==> config.mk <==
export PLATFORM = sky130hd
export DESIGN_NAME = card_draw_arbiter_flat
export DESIGN_NICKNAME = d
export VERILOG_FILES = /design/src/rtl/card_pkg.sv /design/src/rtl/card_draw_arbiter_if.sv /design/src/rtl/randomnum_intf.sv /design/src/rtl/card_draw_arbiter_map.sv /design/src/rtl/card_draw_arbiter.sv /design/src/flat_wrapper.sv
export SDC_FILE = /design/constraint.sdc
export NUM_CORES = 1
export LEC_CHECK = 0
export BUFFER_PORTS_ARGS = -buffer_cell sky130_fd_sc_hd__buf_2
export CORE_ASPECT_RATIO = 0.5
export CORE_MARGIN = 4
export CORE_UTILIZATION = 40
export DETAILED_ROUTE_END_ITERATION = 6
export PLACE_DENSITY = 0.58
export SYNTH_ARGS = -nofsm -noshare
export SYNTH_HDL_FRONTEND = slang
export SYNTH_SLANG_ARGS = --single-unit
==> constraint.sdc <==
create_clock -name i_clk -period 2.5 [get_ports i_clk]
set_input_delay 0.375 -clock i_clk [delete_from_list [all_inputs] [get_ports i_clk]]
set_output_delay 0.375 -clock i_clk [all_outputs]
set_load 0.005 [all_outputs]
==> src/rtl/card_pkg.sv <==
// rtl/card_pkg.sv - shared state type and card constants for the card draw arbiter
package card_pkg;
    typedef enum logic [1:0] {ST_IDLE, ST_GAP_WAIT, ST_DRAW, ST_ACK} state_t;

    localparam int CARD_MIN = 1;
    localparam int CARD_MAX = 10;
    localparam int FACE_MAX = 13;
    localparam int CNT_W    = 6;
endpackage

==> src/rtl/card_draw_arbiter_if.sv <==
// rtl/card_draw_arbiter_if.sv - request/ack/card bus between players and the arbiter
interface card_draw_arbiter_if;
    logic                       req_p;
    logic                       req_d;
    logic                       new_round;
    logic                       ack_p;
    logic                       ack_d;
    logic [3:0]                 card;
    logic                       busy;
    logic [card_pkg::CNT_W-1:0] draw_cnt;

    modport master (output req_p, req_d, new_round,
                    input  ack_p, ack_d, card, busy, draw_cnt);
    modport slave  (input  req_p, req_d, new_round,
                    output ack_p, ack_d, card, busy, draw_cnt);
endinterface

==> src/rtl/randomnum_intf.sv <==
// rtl/randomnum_intf.sv - free-running random value feed from randomnum
interface randomnum_intf #(parameter int N = 4);
    logic [N-1:0] rnd;

    modport master (output rnd);
    modport slave  (input  rnd);
endinterface

==> src/rtl/card_draw_arbiter_map.sv <==
// rtl/card_draw_arbiter_map.sv - raw random value to card mapping with reject decision
module card_map
    import card_pkg::*;
#(
    parameter int N = 4
) (
    input  logic [N-1:0] i_rnd,
    output logic [3:0]   o_card,
    output logic         o_reject
);
    logic [31:0] w_raw;

    assign w_raw = 32'(i_rnd);

    // Faces J/Q/K fold to 10; values outside 1..13 would bias the deck and are redrawn.
    always_comb begin
        o_card   = 4'd0;
        o_reject = 1'b0;
        if (w_raw < 32'(CARD_MIN) || w_raw > 32'(FACE_MAX)) begin
            o_reject = 1'b1;
        end else if (w_raw > 32'(CARD_MAX)) begin
            o_card = 4'(CARD_MAX);
        end else begin
            o_card = w_raw[3:0];
        end
    end
endmodule

==> src/rtl/card_draw_arbiter.sv <==
// rtl/card_draw_arbiter.sv - round-robin player/dealer card draw arbiter with reject retry and gap
module card_draw_arbiter
    import card_pkg::*;
#(
    parameter int N       = 4,
    parameter int GAP     = 3,
    parameter int MAX_REJ = 8
) (
    input  logic                i_clk,
    input  logic                i_rst,
    randomnum_intf.slave        rng,
    card_draw_arbiter_if.slave  bus
);
    state_t             r_state;
    state_t             w_next;
    logic               r_win_d;
    logic               r_last_d;
    logic [3:0]         r_gap;
    logic [7:0]         r_rej;
    logic               r_ack_p;
    logic               r_ack_d;
    logic [3:0]         r_card;
    logic [CNT_W-1:0]   r_cnt;

    logic [3:0]         w_map_card;
    logic               w_reject;
    logic               w_force;
    logic               w_accept;
    logic               w_pick_d;
    logic [3:0]         w_card_sel;

    card_map #(.N(N)) u_map (
        .i_rnd    (rng.rnd),
        .o_card   (w_map_card),
        .o_reject (w_reject)
    );

    always_comb begin
        w_next     = r_state;
        w_pick_d   = bus.req_d && (!bus.req_p || !r_last_d);
        w_force    = w_reject && (({24'd0, r_rej} + 32'd1) >= 32'(MAX_REJ));
        w_accept   = !w_reject || w_force;
        w_card_sel = w_reject ? 4'(CARD_MAX) : w_map_card;
        case (r_state)
            ST_IDLE:     if (bus.req_p || bus.req_d) w_next = ST_DRAW;
            ST_DRAW:     if (w_accept) w_next = ST_ACK;
            ST_ACK:      w_next = (GAP == 0) ? ST_IDLE : ST_GAP_WAIT;
            ST_GAP_WAIT: if (r_gap <= 4'd1) w_next = ST_IDLE;
            default:     w_next = ST_IDLE;
        endcase
    end

    always_ff @(posedge i_clk) begin
        if (i_rst) begin
            r_state  <= ST_IDLE;
            r_win_d  <= 1'b0;
            r_last_d <= 1'b1;
            r_gap    <= 4'd0;
            r_rej    <= 8'd0;
            r_ack_p  <= 1'b0;
            r_ack_d  <= 1'b0;
            r_card   <= 4'd0;
            r_cnt    <= '0;
        end else begin
            r_state <= w_next;
            r_ack_p <= 1'b0;
            r_ack_d <= 1'b0;
            r_card  <= 4'd0;
            case (r_state)
                ST_IDLE: begin
                    if (bus.req_p || bus.req_d) r_win_d <= w_pick_d;
                end
                ST_DRAW: begin
                    if (w_accept) begin
                        r_rej   <= 8'd0;
                        r_ack_p <= !r_win_d;
                        r_ack_d <= r_win_d;
                        r_card  <= w_card_sel;
                    end else begin
                        r_rej <= r_rej + 8'd1;
                    end
                end
                ST_ACK: begin
                    r_gap    <= 4'(GAP);
                    r_last_d <= r_win_d;
                    if (r_cnt != '1) r_cnt <= r_cnt + 1'b1;
                end
                ST_GAP_WAIT: r_gap <= r_gap - 4'd1;
                default: ;
            endcase
            // Placed last so a new round overrides both the count and the priority update of a same-cycle ack.
            if (bus.new_round) begin
                r_last_d <= 1'b1;
                r_cnt    <= '0;
            end
        end
    end

    assign bus.ack_p    = r_ack_p;
    assign bus.ack_d    = r_ack_d;
    assign bus.card     = r_card;
    assign bus.busy     = (r_state != ST_IDLE);
    assign bus.draw_cnt = r_cnt;
endmodule

==> src/flat_wrapper.sv <==
// flat-port wrapper written by rule: the top's interface ports become plain ports
module card_draw_arbiter_flat import card_pkg::*;
#(
    parameter int N       = 4,
    parameter int GAP     = 3,
    parameter int MAX_REJ = 8
)
  (i_clk, i_rst, rng_rnd, bus_req_p, bus_req_d, bus_new_round, bus_ack_p, bus_ack_d, bus_card, bus_busy, bus_draw_cnt);
  randomnum_intf #(.N(N)) rng_i ();
  card_draw_arbiter_if bus_i ();
  input  logic i_clk;
  input  logic i_rst;
  input wire logic [$bits(rng_i.rnd)-1:0] rng_rnd;
  input wire logic [$bits(bus_i.req_p)-1:0] bus_req_p;
  input wire logic [$bits(bus_i.req_d)-1:0] bus_req_d;
  input wire logic [$bits(bus_i.new_round)-1:0] bus_new_round;
  output wire logic [$bits(bus_i.ack_p)-1:0] bus_ack_p;
  output wire logic [$bits(bus_i.ack_d)-1:0] bus_ack_d;
  output wire logic [$bits(bus_i.card)-1:0] bus_card;
  output wire logic [$bits(bus_i.busy)-1:0] bus_busy;
  output wire logic [$bits(bus_i.draw_cnt)-1:0] bus_draw_cnt;
  assign rng_i.rnd = rng_rnd;
  assign bus_i.req_p = bus_req_p;
  assign bus_i.req_d = bus_req_d;
  assign bus_i.new_round = bus_new_round;
  assign bus_ack_p = bus_i.ack_p;
  assign bus_ack_d = bus_i.ack_d;
  assign bus_card = bus_i.card;
  assign bus_busy = bus_i.busy;
  assign bus_draw_cnt = bus_i.draw_cnt;
  card_draw_arbiter #(.N(N), .GAP(GAP), .MAX_REJ(MAX_REJ)) u_core (.i_clk(i_clk), .i_rst(i_rst), .rng(rng_i), .bus(bus_i));
endmodule
After elaboration in Yosys (flattened, before gate mapping)
Index checks and enable logic that the tools add are counted.

Bits of input ports: 9. Output and inout bits: 13. Word-level logic and storage cells: 57. Flip-flop bits (word level): 28.

Bitwise gates (word level): 2. Reductions and logical operators: 19. Equal/unequal tests: 7. Multiplexer cells: 10. $lt $le $gt $ge: 5. $add $sub $neg: 4.

Operator list (count): 32-bit by 4-bit >= comparator with 1-bit output (second input constant) (1); 4-bit 2-to-1 mux (3); 8-bit by 1-bit adder with 9-bit output (second input constant) (1); 8-bit by 1-bit adder with 8-bit output (second input constant) (1); 4-bit > comparator (second input constant) (2); 8-bit 2-to-1 mux (1); 2-bit one-hot mux with 4 select lines (1); 4-bit one-hot mux with 2 select lines (1); 6-bit by 1-bit adder with 6-bit output (second input constant) (1); 2-bit 2-to-1 mux (3); 2-bit by 1-bit != test with 1-bit output (second input constant) (3); 6-bit != test (second input constant) (1); 6-bit OR reduction (1); 2-bit == test (second input constant) (2); 4-bit by 1-bit less-or-equal comparator with 1-bit output (second input constant) (1); 1-bit zero test (4); 1-bit logical OR (4); 4-bit by 1-bit less-than comparator with 1-bit output (second input constant) (1); 2-bit AND reduction (2); 2-bit nonzero test (2); 4-bit by 1-bit subtractor with 4-bit output (second input constant) (1); 3-bit AND reduction (1); 3-bit OR reduction (1); 2-bit by 1-bit == test with 1-bit output (second input constant) (1); other kinds (5) (7).

Depth between registers and ports, before layout
Gate-level depths: netlist of the first run.

Depth after elaboration: 7. Mapped depth: 7. Depth with buffers taken out: 6.

By module
Synthesis of the first run repeated with hierarchy kept, for this count alone.

Cells, all modules: 132. Area total of the unflattened synthesis: 1222.4 µm².

Modules (own cells, without submodules): card_draw_arbiter (sequential area each 560.5 µm², instances 1, cells an instance 124, area an instance 1169.9 µm²); card_map (sequential area each 0.0 µm², instances 1, cells an instance 8, area an instance 52.6 µm²).

Worst setup path after synthesis of the first run
No wires, ideal clock.

Path kind: register to register. Start: register u_core.r_rej[0]. End: register u_core.r_card[2] (netlist: u_core.bus.card[2]). Arrival: 1.703 ns. Library setup time: 0.122 ns. Required time: 2.378 ns. Clock period less this slack: 1.825 ns. Setup slack: 0.675 ns. Cell stages (with the launch flop): 8. Buffers on the path: 1. Cells stage by stage: dfxtp_1 -> ha_1 -> xnor2_1 -> a31oi_1 -> a2111oi_2 -> and2_1 -> buf_4 -> nor4b_1.

Longest elaborated chain between the ends: 6.

RTL lines: from (decl) (RTL line card_draw_arbiter.sv:19) `logic [7:0] r_rej;`; from (signal assigned) (RTL line card_draw_arbiter.sv:80) `r_rej <= r_rej + 8'd1;`; 8-bit by 1-bit adder with 9-bit output (RTL line card_draw_arbiter.sv:41) `w_force = w_reject && (({24'd0, r_rej} + 32'd1) >= 32'(MAX_REJ));`; 32-bit by 4-bit >= comparator with 1-bit output (RTL line card_draw_arbiter.sv:41); 1-bit logical AND (RTL line card_draw_arbiter.sv:41); 1-bit logical OR (RTL line card_draw_arbiter.sv:42) `w_accept = !w_reject || w_force;`; 1-bit NOT (no line); 6-bit OR reduction (no line); to (signal assigned) (RTL line card_draw_arbiter.sv:78) `r_card <= w_card_sel;`; to (decl) (RTL line card_draw_arbiter.sv:22) `logic [3:0] r_card;`.

Every way passes these cells. A chain may end at the register's enable or synchronous reset.

Worst setup path in the final report of the first run
Start: register u_core.r_rej[0]. End: register u_core.r_card[1] (netlist: u_core.bus.card[1]).

Longest elaborated chain between the ends: 6.

RTL lines (RTL line): 8-bit by 1-bit adder with 9-bit output (card_draw_arbiter.sv:41); 32-bit by 4-bit >= comparator with 1-bit output (card_draw_arbiter.sv:41); 1-bit logical AND (card_draw_arbiter.sv:41); 1-bit logical OR (card_draw_arbiter.sv:42); 1-bit NOT (no line); 3-bit OR reduction (no line).

Every way passes these cells.

==> results of run 1 <==
## worst max-delay path, delay by kind of cell (launching register included)
family | cells | cell delay (ns)
compound gates | 2 | 0.64
xor+xnor | 1 | 0.15
fa+ha+maj | 1 | 0.30
flops | 1 | 0.46
simple gates | 2 | 0.41
## cell usage in the layout, fill, tap and decap left out, types with 2 or more instances in the layout
cell	synthesis	routed
o21ai_0	3	3
inv_1	4	4
o21a_1	3	3
nor3b_1	2	2
a32oi_1	2	2
nand3_1	2	2
buf_2	1	21
a31oi_1	3	3
and3_1	4	4
dfxtp_1	28	28
nor3_1	12	12
a21oi_1	4	4
ha_1	5	5
clkbuf_8	0	3
mux2i_1	2	2
xor2_1	3	3
a211oi_1	2	2
nand4_1	5	5
nand2_1	10	10
nor2_1	16	16
nor2b_1	3	3
and2_1	6	6
and4_1	2	2
xnor2_1	3	3
## synth_stat cells (all sizes together) (2+ instances only)
cell type  instances
a31oi              3
inv                4
mux2i              2
nor4               2
nand3              2
o21a               3
ha                 5
nor2b              3
nand4              5
o21ai              3
dfxtp             28
a32oi              2
nor3b              2
a21oi              4
nor2              16
nand2             10
clkbuf             3
and2               6
xnor2              3
buf                2
and4               2
nor3              12
and3               4
xor2               3
a211oi             2
## through the flow
step	cell area [um^2]	utilization	worst slack (ns)
detailed placement	1403	0.4628	0.4400
CTS	1444	0.4765	0.4285
global placement	1403	0.4628	0.4740
global route	1444	0.4765	0.2099
floorplan	1271	-	0.6755
finish	1444	0.4765	0.4350
## flip-flops by register name (all words and copies together), names as in the netlist
register             count
u_core.bus.ack_d         1
u_core.r_win_d           1
u_core.bus.ack_p         1
u_core.bus.draw_cnt      6
u_core.r_state           2
u_core.r_gap             4
u_core.r_rej             8
u_core.bus.card          4
u_core.r_last_d          1
## cell type report
cell class	instances	area (um^2)	share of cell area
clock buffer	3	41.29	0.02860
inverter	4	15.01	0.01040
tap	40	50.05	0.03466
multi-input combinational	105	671.9	0.4653
timing repair buffer	21	105.1	0.07279
sequential	28	560.5	0.3882
## report_power, final
part / leakage [uW] / internal (uW) / total [uW] / switching, uW
clock network: 0.0000216 / 108 / 241 / 133
logic: 0.000352 / 39.1 / 90.2 / 51.0
registers: 0.000227 / 462 / 479 / 17.3
total: 0.000601 / 609 / 810 / 201
## per-layer routing
metal | wire (um) | vias up
li1 | - | 547
met1 | 1187 | 474
met2 | 962 | 15
met3 | 121 | 5
met4 | 19 | 0
met5 | 0 | -
## worst max path at each step
stage / startpoint / end / slack, ns / depth (start not counted)
floorplan: u_core.r_rej[0]$_SDFFE_PP0P_ / u_core.bus.card[2]$_SDFF_PP0_ / 0.68 / 7
global placement: u_core.r_rej[0]$_SDFFE_PP0P_ / u_core.bus.card[3]$_SDFF_PP0_ / 0.47 / 6
detailed placement: u_core.r_rej[0]$_SDFFE_PP0P_ / u_core.bus.card[1]$_SDFF_PP0_ / 0.44 / 6
CTS: u_core.r_rej[0]$_SDFFE_PP0P_ / u_core.bus.card[1]$_SDFF_PP0_ / 0.43 / 6
global route: u_core.r_rej[0]$_SDFFE_PP0P_ / u_core.bus.card[1]$_SDFF_PP0_ / 0.21 / 6
finish: u_core.r_rej[0]$_SDFFE_PP0P_ / u_core.bus.card[1]$_SDFF_PP0_ / 0.43 / 6
## cells by family after synthesis
family                     Yosys count  share of synthesized area
AOI/OAI and AO/OA                   25                     0.1447
xor gates and xnor gates             6                    0.04135
adders and majority gates            5                    0.04921
buffers and inverters                9                    0.03051
DFF                                 28                     0.4409
muxes                                2                    0.01575
and+or+nand+nor                     67                     0.2776
==> run metrics, run 1 <==
FP Rows=14; max-slew violation count=0; initial antenna violation count=0; total power=810.4 uW; reg2reg start=u_core.r_rej[0]$_SDFFE_PP0P_; clk root buf=clkbuf_8; CTS tree=yes; slowest CP cell=a2111oi_2; Max Freq=0.4843 GHz; # H-tree levels=1; Yosys reg bits=28; Routed Antenna Nets=0; GRT Total Usage=0.1127; Die Width=87.73 um; met3 usage=0.04811; Min-Delay Path Depth=2; Synth top area share=0.4409; Num CTS Buffers=3; Avg Synthesized Cell Area=8.952 um^2; share of layout cells above drive strength 1=0.1739; P_leak=0.0006012 uW; vias in the first global route=817; sink of the worst hold path=u_core.bus.card[2]$_SDFF_PP0_; DR pass1 iterations=4; DR vias=1,041; measured slew at the worst slew-check pin=0.5495 ns; clock sinks=28; crit-path cells=ha_1 > xnor2_1 > a31oi_1 > a2111oi_2 > and2_1 > nor3_1; Layout Cells excl Fill=201; Clk Latency, worst-skew pair=0.27 ns; drt via density=5.179; Worst Path Arrival=2.22 ns; Setup Fix Bufs, Post-CTS=0; depth of the most critical reg-to-reg path=6; M2 GR Usage=0.1707; headroom to the max-slew limit=0.6320; IO buf count=21; Crit Path Max Fanout=8; full die area=4199 um^2; Worst setup EP type=flip-flop; Max rail drop VDD=218.0 uV; post-DP HPWL=1672 um; Mapped Cells=142; r2r setup slk=0.43 ns; DRT iter0 DRCs=29; cts hold-fix bufs=0; Synth Cell Area=1271 um^2; global routing usage on met1=0.1468; global-route wire length before repair=3601 um; RD Place Congestion=0.8356; Worst EP required=2.66 ns; CP Class=flip-flop to flip-flop; DRT Wirelength=2290 um; most used flip-flop cell after synthesis=dfxtp_1; Async S/R FF share, synth=0; Final #Nets=177; setup_tns=0 ns; synth warn=0; Top Ports=22; # DRC=0; fill count=311; dpl cells=198; fin crit period=2.065 ns; number of synthesized flops with an enable pin=0; largest cells by area after synthesis=dfxtp_1 44%, ha_1 4.9%, nor3_1 4.7%, nor2_1 4.7%, and2_1 3.0%; synth unique cells=38; PD cells=561.3 nW/um^2; Die Ht=47.87 um; worst clock skew=0.004497 ns; post-CTS resize count=0; Hold Startpoint=rng_rnd[3]; RSZ-0062 raised after global routing=false; worst stage delay on the critical path=0.53 ns; largest area contributor in the netlist=dfxtp_1; Synthesized Nets=156; period utilization=0.8260; drt wl/cell=11.39 um; R2R Path End=u_core.bus.card[1]$_SDFF_PP0_; # Max-Cap Violations=0; startpoint types=flip-flop; Clock transition at path regs=0.09 ns; largest net degree at the start of global routing=15; Hold Vio Cnt, Final=0; GRT Max-Usage Layer=met2; Core ar.=3030 um^2; Layout area overhead=13.58%; Finish-stage setup viols=0; Clock Tree Buf Depth=2; register area share after synthesis=0.4409; ANT cells=0; status=finished, final reports clean; Hold Slack=0.3525 ns; Starting Density=0.4195; Tightest Hold Check Type=input pin to flip-flop; GRT Residual Overflow=0
Note: power is estimated with default switching activity, not from simulation.
==> inputs of run 2 (changes only) <==
- ABC_AREA: not set -> 1
- clock period: 2.5 -> 2.07 ns (I/O delays scaled with it)
==> run metrics, run 2 <==
GRT Total Usage=0.1157 (+0.003047); PD cells=700.9 nW/um^2 (+25%); Max rail drop VDD=300.4 uV (+38%); Routed Antenna Nets=0 (unchanged); footprint of the multi-input gates=589.3 um^2 (-12%); number of synthesized flops with an enable pin=0 (unchanged); largest cells by area after synthesis=dfxtp_1 45%, inv_1 6.6%, nand2_1 6.6%, nor2_1 5.4%, a21oi_1 5.2%; FP Rows=14 (unchanged); Top reg by flops=u_core.r_rej; largest net degree at the start of global routing=15 (unchanged); DR vias=1,018 (-2.2%); Setup WS post-layout=0.5778 ns (+0.1428 ns); clk root buf=clkbuf_8; synth warn=0 (unchanged); vias in the first global route=866 (+6.0%); Worst EP required=1.76 ns (-0.90 ns); period utilization=0.7209; Hold Vio Cnt, Final=0 (unchanged); P_leak=0.0006196 uW (+3.1%); setup_tns=0 ns (unchanged); drt wl/cell=9.968 um (-13%); # DRC=0 (unchanged); synth unique cells=24 (-37%); DR pass1 iterations=4 (unchanged); # Max-Cap Violations=0 (unchanged); Worst setup EP type=output pin; DRT iter0 DRCs=66 (+130%); max FFs per register=8 (unchanged); RSZ-0062 raised after global routing=false; Clock Tree Buf Depth=2 (unchanged); Synth Cell Area=1255 um^2 (-1.3%); Synthesized Nets=173 (+11%); DRT Wirelength=2193 um (-4.2%); share of layout cells above drive strength 1=0.1889 (+0.01498); headroom to the max-slew limit=0.7159 (+0.08392); GRT Residual Overflow=0 (unchanged); Clk Latency, worst-skew pair=0.27 ns (about the same); Synth top area share=0.4467 (+0.005715); Setup WS pre-CTS=0.6853 ns (+0.2452 ns); Final #Nets=196 (+11%); CP Class=flip-flop to output pin; most used flip-flop cell after synthesis=dfxtp_1; commonest cells in the netlist=28 x dfxtp_1, 22 x inv_1, 22 x nand2_1; Starting Density=0.4190 (-0.0005238); fin crit period=1.492 ns; Yosys reg bits=28 (unchanged); Finish-stage setup viols=0 (unchanged); clock sinks=28 (unchanged); RD Place Congestion=0.7843 (-6.1%); Crit Path Max Fanout=11 (+3); Die Ht=47.61 um (-0.54%); status=finished, final reports clean; cts hold-fix bufs=0 (unchanged); # H-tree levels=1 (unchanged); max-slew violation count=0 (unchanged); Clock transition at path regs=0.09 ns (about the same); Top Ports=22 (unchanged); Mapped Cells=159 (+12%); Register Area=560.5 um^2 (unchanged); Worst Path Arrival=1.18 ns (-1.04 ns); Layout area overhead=13.86%; Die Width=87.22 um (-0.58%); Core ar.=2995 um^2 (-1.2%); full die area=4152 um^2 (-1.1%); IO buf count=21 (unchanged); Tightest Hold Check Type=input pin to flip-flop; global-route wire length before repair=3739 um (+3.8%); measured slew at the worst slew-check pin=0.4246 ns (-0.1249 ns); Num CTS Buffers=3 (unchanged); Max Freq=0.6702 GHz; Async S/R FF share, synth=0 (unchanged); fill count=315 (+1.3%); startpoint types=flip-flop; largest area contributor in the netlist=dfxtp_1; Avg Synthesized Cell Area=7.893 um^2 (-12%); most frequent cells in the layout=28 x dfxtp_1, 22 x inv_1, 22 x nand2_1, 21 x buf_2, 18 x nor2_1; post-DP HPWL=1679 um (+0.46%); worst clock skew=0.005089 ns (+0.0005921 ns); ANT cells=0 (unchanged); CTS tree=yes; cell with the most instances after synthesis=dfxtp_1; commonest non-fill, non-tap cell in the layout=dfxtp_1; initial antenna violation count=0 (unchanged); drt via density=4.627 (-11%); register area share after synthesis=0.4467 (+0.005715); post-CTS resize count=0 (unchanged); Setup Fix Bufs, Post-CTS=0 (unchanged)
run 2: per-stage QoR:
stage | std cells | power (uW) | utilization | area [um^2] | hold slack (ns)
after floorplan | 159 | 694.0 | - | 1255 | 0.4066
after global placement | 217 | 728.5 | 0.4632 | 1388 | 0.4266
after detailed placement | 217 | 729.4 | 0.4632 | 1388 | 0.4295
after CTS | 220 | 1015 | 0.4770 | 1429 | 0.3125
after global routing | 220 | 1060 | 0.4770 | 1429 | 0.3218
final | 220 | 1001 | 0.4770 | 1429 | 0.3199
run 2: metal layers:
metal	vias to the layer above	global-route usage	wire length, um
met1	444	0.1559	1123
met2	12	0.1855	954
met3	2	0.04124	94
met5	-	0	0
li1	560	-	-
met4	0	0.01835	20
run 2: area by class of cell:
class                           instances  share of cell area
Multi-Input combinational cell        106              0.4124
Tap cell                               40             0.03503
Clock buffer                            3             0.02890
Inverter                               22             0.05779
Timing Repair Buffer                   21             0.07356
Sequential cell                        28              0.3923
run 2: worst max-delay path, stage by stage (launching register included):
cell,delay (ns)
dfxtp_1,0.57
nor2_1,0.14
inv_1,0.09
buf_2,0.11
run 2: cell families after synthesis:
logic type / count (synthesis) / share of synthesized area
flops: 28 / 0.4467
simple gates: 73 / 0.2891
buf+inv: 25 / 0.08375
fa+ha+maj: 5 / 0.04985
compound gates: 27 / 0.1236
xor+xnor: 1 / 0.006980
run 2: final timing paths:
| path | startpoint | end | slack (ns) | depth (start not counted) |
|---|---|---|---|---|
| max reg2reg | u_core.bus.draw_cnt[0]$_SDFFE_PP0P_ | u_core.bus.draw_cnt[2]$_SDFFE_PP0P_ | 0.67 | 7 |
| min reg2reg | u_core.r_win_d$_SDFFE_PP0P_ | u_core.bus.ack_p$_SDFF_PP0_ | 0.44 | 1 |
| max | u_core.r_state[0]$_SDFFE_PP0P_ | bus_busy | 0.58 | 3 |
| min | bus_req_d | u_core.r_win_d$_SDFFE_PP0P_ | 0.32 | 3 |
run 2: where the power goes:
group | switching (uW) | internal, uW | total [uW]
Clock | 155 | 130 | 286
Combinational | 81.0 | 50.3 | 131
Sequential | 22.6 | 562 | 584
Total | 259 | 742 | 1000
==> inputs of run 3 (changes only) <==
- clock period: 2.07 -> 1.5 ns (I/O delays scaled with it)
==> run metrics, run 3 (synthesis results as in run 2) <==
R2R Path End=u_core.bus.draw_cnt[0]$_SDFFE_PP0P_; global-route wire length before repair=3995 um (+6.8%); Finish-stage setup viols=0 (unchanged); RD Place Congestion=0.8051 (+2.7%); FP Rows=14 (unchanged); r2r setup slk=0.13 ns (-0.54 ns); Num CTS Buffers=3 (unchanged); drt via density=4.743 (+2.5%); cts hold-fix bufs=0 (unchanged); Top Ports=22 (unchanged); Clock transition at path regs=0.09 ns (about the same); # H-tree levels=1 (unchanged); Clock Tree Buf Depth=2 (unchanged); clk root buf=clkbuf_8; DR pass1 iterations=4 (unchanged); Tightest Hold Check Type=input pin to flip-flop; period utilization=0.9129; Setup WS post-layout=0.1306 ns (-0.4472 ns); largest net degree at the start of global routing=15 (unchanged); drt wl/cell=10.70 um (+7.3%); IO buf count=21 (unchanged); Starting Density=0.4190 (unchanged); Worst EP required=1.67 ns (-0.09 ns); dpl cells=220 (+1.4%); Top reg by flops=u_core.r_rej; Layout Cells excl Fill=226 (+2.7%); headroom to the max-slew limit=0.7240 (+0.008080); Worst Setup SP=u_core.bus.draw_cnt[1]$_SDFFE_PP0P_; CP Class=flip-flop to flip-flop; Max rail drop VDD=330.9 uV (+10%); GRT Total Usage=0.1245 (+0.008776); ANT cells=0 (unchanged); initial antenna violation count=0 (unchanged); DR vias=1,072 (+5.3%); Core ar.=2995 um^2 (unchanged); post-DP HPWL=1858 um (+11%); Min-Delay Path Depth=2 (-1); P_leak=0.0006482 uW (+4.6%); vias in the first global route=882 (+1.8%); Die Ht=47.61 um (unchanged); Layout area overhead=17.65%; max-slew violation count=0 (unchanged); status=finished, final reports clean; measured slew at the worst slew-check pin=0.4125 ns (-0.01207 ns); total power=1417 uW (+41%); Die Width=87.22 um (unchanged); share of layout cells above drive strength 1=0.2204 (+0.03154); Hold Slack=0.1766 ns (-0.1433 ns); reg2reg start=u_core.bus.draw_cnt[1]$_SDFFE_PP0P_; fin crit period=1.369 ns; Hold Vio Cnt, Final=0 (unchanged); GRT Residual Overflow=0 (unchanged); full die area=4152 um^2 (unchanged); depth of the most critical reg-to-reg path=7 (unchanged); most frequent cells in the layout=27 x dfxtp_1, 22 x inv_1, 22 x nand2_1, 21 x buf_2, 18 x nor2_1; Max Freq=0.7302 GHz; Crit Path Max Fanout=5 (-6); slowest CP cell=dfxtp_1; Final #Nets=202 (+3.1%); commonest non-fill, non-tap cell in the layout=dfxtp_1; PD cells=959.6 nW/um^2 (+37%); worst stage delay on the critical path=0.39 ns (-0.18 ns); crit-path cells=ha_1 > nand2_1 > nor2_4 > a21oi_4 > buf_4 > o21ai_0 > a21oi_1; max FFs per register=8 (unchanged); DRT Wirelength=2418 um (+10%); crit path capture=u_core.bus.draw_cnt[0]$_SDFFE_PP0P_; startpoint types=flip-flop; clock sinks=28 (unchanged); Setup WS pre-CTS=0.1035 ns (-0.5817 ns); Routed Antenna Nets=0 (unchanged); # DRC=0 (unchanged); Worst Path Arrival=1.54 ns (+0.36 ns); DRT iter0 DRCs=78 (+18%); setup_tns=0 ns (unchanged); RSZ-0062 raised after global routing=false; Clk Latency, worst-skew pair=0.28 ns (about the same); Worst setup EP type=flip-flop; CTS tree=yes; # Max-Cap Violations=0 (unchanged); worst clock skew=0.006376 ns (+0.001287 ns)
run 3: cell types whose count changed in the layout (fill, tap and decap cells not counted), sizes merged:
cell	before	now
buf	21	26
a21oi	14	15
run 3: how the worst min path moves through the flow:
| stage | slack [ns] | start | end |
|---|---|---|---|
| after floorplan | 0.36 | rng_rnd[3] | u_core.bus.card[3]$_SDFF_PP0_ |
| after global placement | 0.42 | u_core.r_rej[5]$_SDFFE_PP0P_ | u_core.r_rej[5]$_SDFFE_PP0P_ |
| after detailed placement | 0.43 | u_core.r_rej[5]$_SDFFE_PP0P_ | u_core.r_rej[5]$_SDFFE_PP0P_ |
| after CTS | 0.18 | i_rst | u_core.r_win_d$_SDFFE_PP0P_ |
| after global routing | 0.20 | i_rst | u_core.r_win_d$_SDFFE_PP0P_ |
| final | 0.18 | i_rst | u_core.r_win_d$_SDFFE_PP0P_ |
run 3: metal layers:
metal	up-vias	track usage	part of all wire
met1	479	0.1530	0.49
li1	576	-	-
met2	14	0.2187	0.46
met4	0	0.02752	0.0045
met3	3	0.04296	0.044
met5	-	0	0
run 3: final cells by class:
cell class / instances / area [um^2]
multi-input cells: 107 / 598.1
repair buffers: 26 / 142.6
fillers: 294 / 1519
well taps: 40 / 50.05
inverters: 22 / 82.58
flip-flops and latches: 28 / 561.8
clock buffers: 3 / 41.29
run 3: where the power goes:
group | switching (uW) | leakage (uW) | total (uW) | internal [uW]
registers | 26.4 | 0.000228 | 802 | 776
clock network | 227 | 0.0000216 | 408 | 181
logic | 123 | 0.000399 | 207 | 83.5
run 3: stage by stage:
step / cell area (um^2) / util
after global routing: 1476 / 0.4929
final: 1476 / 0.4929
after floorplan: 1255 / -
after global placement: 1410 / 0.4708
after detailed placement: 1410 / 0.4708
after CTS: 1451 / 0.4845
run 3: what timing repair did:
item | CTS | global route
setup endpoints to repair | 0 | 1
setup buffers | 0 | 2
resized for setup | 0 | 1
run 3: worst max-delay path: cells and delay by family (launching register included):
| kind | cells | cell delay, ns |
|---|---|---|
| buffers and inverters | 1 | 0.15 |
| adder cells (fa/ha/maj) | 1 | 0.21 |
| flip-flops | 1 | 0.39 |
| AO/OA/AOI/OAI | 3 | 0.28 |
| AND/OR/NAND/NOR | 2 | 0.24 |
